===== src/rtl/fifo_write_arbiter.sv =====
// rtl/fifo_write_arbiter.sv - two-requester round-robin write arbiter for a shared FIFO
//
// Purpose: grants one of two level-sensitive write requesters access to a
// shared FIFO. Each grant is a fixed IDLE -> WRITE -> GAP sequence, so the
// FIFO strobe is a single-cycle pulse with a guaranteed low cycle after it.
//
// Ports:
//   clock          rising-edge clock
//   reset          synchronous, active-low reset
//   req0/data0     requester 0 request level and write data
//   ack0           one-cycle pulse in the cycle requester 0's word is written
//   req1/data1     requester 1 request level and write data
//   ack1           one-cycle pulse in the cycle requester 1's word is written
//   fifo_full      full flag from the shared FIFO (consulted in IDLE only)
//   fifo_write_en  FIFO write strobe (FIFO captures on its 0->1 transition)
//   fifo_data_in   FIFO write data, held between writes
//   grant_id       index of the most recently granted requester
//   busy           high in WRITE and GAP

module fifo_write_arbiter #(
  parameter int DATA_WIDTH = 8
) (
  input  logic                  clock,
  input  logic                  reset,
  input  logic                  req0,
  input  logic [DATA_WIDTH-1:0] data0,
  output logic                  ack0,
  input  logic                  req1,
  input  logic [DATA_WIDTH-1:0] data1,
  output logic                  ack1,
  input  logic                  fifo_full,
  output logic                  fifo_write_en,
  output logic [DATA_WIDTH-1:0] fifo_data_in,
  output logic                  grant_id,
  output logic                  busy
);

  typedef enum logic [1:0] {
    IDLE  = 2'd0,
    WRITE = 2'd1,
    GAP   = 2'd2
  } state_t;

  state_t                  state;
  logic                    last_grant;
  logic                    grant_sel;
  logic [DATA_WIDTH-1:0]   grant_data;

  // Round-robin pick: under contention the requester that did not win last
  // time goes next; a lone requester always wins.
  always_comb begin
    grant_sel = 1'b0;
    if (req0 && req1) begin
      grant_sel = ~last_grant;
    end else if (req1) begin
      grant_sel = 1'b1;
    end
    grant_data = grant_sel ? data1 : data0;
  end

  // fifo_data_in doubles as the hold register: it is loaded only at grant
  // time, so it presents the granted word during WRITE and keeps it after.
  always_ff @(posedge clock) begin
    if (!reset) begin
      state         <= IDLE;
      fifo_write_en <= 1'b0;
      ack0          <= 1'b0;
      ack1          <= 1'b0;
      busy          <= 1'b0;
      fifo_data_in  <= '0;
      grant_id      <= 1'b1;
      last_grant    <= 1'b1;
    end else begin
      case (state)
        IDLE: begin
          if ((req0 || req1) && !fifo_full) begin
            state         <= WRITE;
            fifo_write_en <= 1'b1;
            fifo_data_in  <= grant_data;
            ack0          <= ~grant_sel;
            ack1          <= grant_sel;
            grant_id      <= grant_sel;
            last_grant    <= grant_sel;
            busy          <= 1'b1;
          end
        end
        WRITE: begin
          // Strobe and ack last exactly one cycle.
          state         <= GAP;
          fifo_write_en <= 1'b0;
          ack0          <= 1'b0;
          ack1          <= 1'b0;
        end
        GAP: begin
          // Low strobe cycle for the FIFO edge detector; fifo_full settles
          // here before IDLE looks at it again.
          state <= IDLE;
          busy  <= 1'b0;
        end
        default: begin
          state         <= IDLE;
          fifo_write_en <= 1'b0;
          ack0          <= 1'b0;
          ack1          <= 1'b0;
          busy          <= 1'b0;
        end
      endcase
    end
  end

endmodule


===== config.mk =====
export PLATFORM = sky130hd
export DESIGN_NAME = fifo_write_arbiter
export DESIGN_NICKNAME = d
export VERILOG_FILES = /design/src/rtl/fifo_write_arbiter.sv
export SDC_FILE = /design/constraint.sdc
export NUM_CORES = 1
export LEC_CHECK = 0
export CORE_MARGIN = 2
export CORE_UTILIZATION = 41
export CTS_CLUSTER_DIAMETER = 100
export DETAILED_ROUTE_END_ITERATION = 16
export PLACE_DENSITY = 0.81
export SYNTH_ARGS = -nofsm -noshare
export SYNTH_HDL_FRONTEND = slang
export SYNTH_SLANG_ARGS = --single-unit

===== constraint.sdc =====
create_clock -name clock -period 2.3 [get_ports clock]
set_input_delay 0.575 -clock clock [delete_from_list [all_inputs] [get_ports clock]]
set_output_delay 0.575 -clock clock [all_outputs]
set_load 0.1 [all_outputs]

==> metrics.md <==
| Metric | Value |
|---|---|
| Status | finished clean |
| DR WL/cell | 13.9 um |
| Fmax | 0.631 GHz |
| Compound-cell area share of the yosys netlist | 29.6% |
| Vias | 625 |
| EDFF count, synth | 0 |
| IO buf count | 33 |
| First-pass GRT wire length | 2720 um |
| Register area | 300 sq um |
| Max-cap viol count | 0 |
| Synth Flop Type | dfxtp_1 |
| Hold_buf cts | 0 |
| Worst setup EP type | register |
| Placer Congestion | 0.684 |
| Core area | 1540 sq um |
| Clock H-tree levels | 1 |
| Worst-skew pair later-pin latency | 0.28 ns |
| Initial Util | 45.0% |
| Critical path, cell by cell | clkdlybuf4s50_1, a21boi_1, buf_4, mux2i_1, a211oi_2 |
| Critical Path Source Type | input pin |
| Clock transition at path regs | 0.10 ns |
| Syn Inst Count | 66 |
| RSZ-0062 raised after global routing | no |
| Worst Setup Path Type | input pin to register |
| Final number of hold-violating endpoints | 0 |
| Critical path's top delay family | buffers and inverters |
| Crit path launch | req1 |
| Via density per instance | 5.39 |
| Drt drc | 0 |
| Post-synthesis mux area share | 11.6% |
| Design Power | 0.000737 W |
| Post-Syn Nets | 87 |
| Yosys top cell by area | dfxtp_1 |
| Ys async rst share | 0% |
| Dpl ws | 0.390 ns |
| Yosys reg bits | 15 |
| GRT Util Overall | 18.6% |
| Yosys warns | 0 |
| Setup Buffers After CTS | 0 |
| Remaining Overflow, GRT | 0 |
| Seq/Total Area, Yosys | 43.3% |
| Row count | 14 |
| CP Max Fanout | 10 |
| Worst EP required | 2.47 ns |
| Layout Nets | 122 |
| Largest family of logic cells by synthesized area | compound AO/OA/AOI/OAI gates |
| Worst R2R Start | state[1] |
| Multi-input gate area | 347 sq um |
| Layout cell share with drive strength beyond 1 | 32.0% |
| Die Wd | 45.1 um |
| Syn Area/Cell | 10.5 sq um |
| Resized cells post-CTS | 0 |
| Period utilization | 68.9% |
| Final core utilization | 66.6% |
| Max VDD drop | 0.418 mV |
| Initial antenna violation count | 0 |
| Crit path max-delay cell type | clkdlybuf4s50_1 |
| Library cells used by synthesis | 25 |
| Syn-to-layout area delta | 48.0% |
| Minimum clock period | 1.58 ns |
| Top-area cell type share of the netlist area | 43.3% |
| Relative slew margins | 81.3% |
| Total Wirelength | 1610 um |
| Clock Sinks | 15 |
| Pin count of the biggest net entering global routing | 14 |
| Die Ht | 45.1 um |
| HP Start | state[1] |
| Diode count | 0 |
| Deepest clock path buffer count | 2 |
| PwrDens | 718 nW/um^2 |
| CTS tree | built |
| Die area | 2040 sq um |
| Num CTS Buffers | 3 |
| Crit path arrival time | 1.76 ns |
| Initial DRC count | 6 |
| CP max stage delay | 0.46 ns |
| Hpwl dp | 1190 um |
| Most frequent cell after synthesis | dfxtp_1 |
| Post-synthesis xor/xnor area fraction | 0% |
| Number of routed nets with antenna violations | 0 |
| Mapped Area | 693 sq um |
| Max-slew violations | 0 |
| Vias in the first global route | 621 |
| Setup-failing EPs final | 0 |
| Static leakage | 0.415 nW |
| Worst hold-check path type | register to register |
| Post-route worst setup slack | 0.716 ns |
| Post-Synth Simple-Gate Area | 8.84% |
| Synth Area in Adders | 0% |
| Top-level port count | 34 |
| CTS Root Cell | clkbuf_4 |
| TNS Setup | 0 ns |
| WP buf/inv | 2 |
| Drt pass-1 iters | 4 |
| Worst Skew | 0.00823 ns |
| Synth top cells by count | dfxtp_1, a31oi_1, a211oi_2, mux2i_1 |
| Fill count | 133 |
| Worst-Margin Slew | 0.283 ns |
| Largest cells by area after synthesis | dfxtp_1, a211oi_2, mux2i_1, a31oi_1, a21oi_1 |
[final timing paths]
check                          to  slack (ns)  cells after the start
setup / recovery  fifo_data_in[6]        0.72                      5
hold / removal           state[1]        0.48                      1
setup reg to reg  fifo_data_in[7]        1.17                      4
hold reg to reg          state[1]        0.48                      1
[state kept, by name, summed over array words and instances, names as in the netlist]
signal	count
ack1	1
fifo_data_in	8
state	2
last_grant	1
fifo_write_en	1
busy	1
ack0	1
[per-layer routing]
layer	GRT usage (%)	part of all wire [%]
met3	3.20	5.6
met4	12.4	0.50
met1	21.1	44
met5	0	0
met2	31.7	49
[layout make-up]
type                    count  share of cell area (%)
clock inverters             1                   0.488
clock buffers               3                    2.20
multi-input cells          42                    33.8
well taps                  16                    1.95
inverters                   3                    1.10
flip-flops and latches     15                    29.3
repair buffers             36                    31.2
[power breakdown]
part           switching (W)  leakage (nW)  internal, W
logic               0.000202         0.274    0.0000926
clock network      0.0000847        0.0177    0.0000645
registers          0.0000117         0.124     0.000281
[layout by cell type, fill, tap and decap left out, types with 2 or more instances in the layout]
cell type / Yosys / final
a211oi_2: 8 / 8
a21oi_1: 3 / 3
a31oi_1: 9 / 9
buf_4: 0 / 16
clkbuf_4: 0 / 3
clkdlybuf4s50_1: 0 / 20
dfxtp_1: 15 / 15
inv_2: 2 / 2
mux2i_1: 8 / 8
[cell families (layout without fill, tap and decap cells)]
group / Yosys count / count (layout)
buffers and inverters: 9 / 43
AND/OR/NAND/NOR: 10 / 10
AO/OA/AOI/OAI: 24 / 24
flip-flops: 15 / 15
multiplexers: 8 / 8
[stage by stage]
| stage | hold WS [ns] | instances | instance area (sq um) |
|---|---|---|---|
| CTS | 0.488 | 116 | 1030 |
| global placement | 0.455 | 112 | 998 |
| detailed placement | 0.471 | 112 | 998 |
| finish | 0.485 | 116 | 1030 |
| floorplan | 0.448 | 66 | 693 |
| global route | 0.500 | 116 | 1030 |
Note: power is estimated with default switching activity, not from simulation.
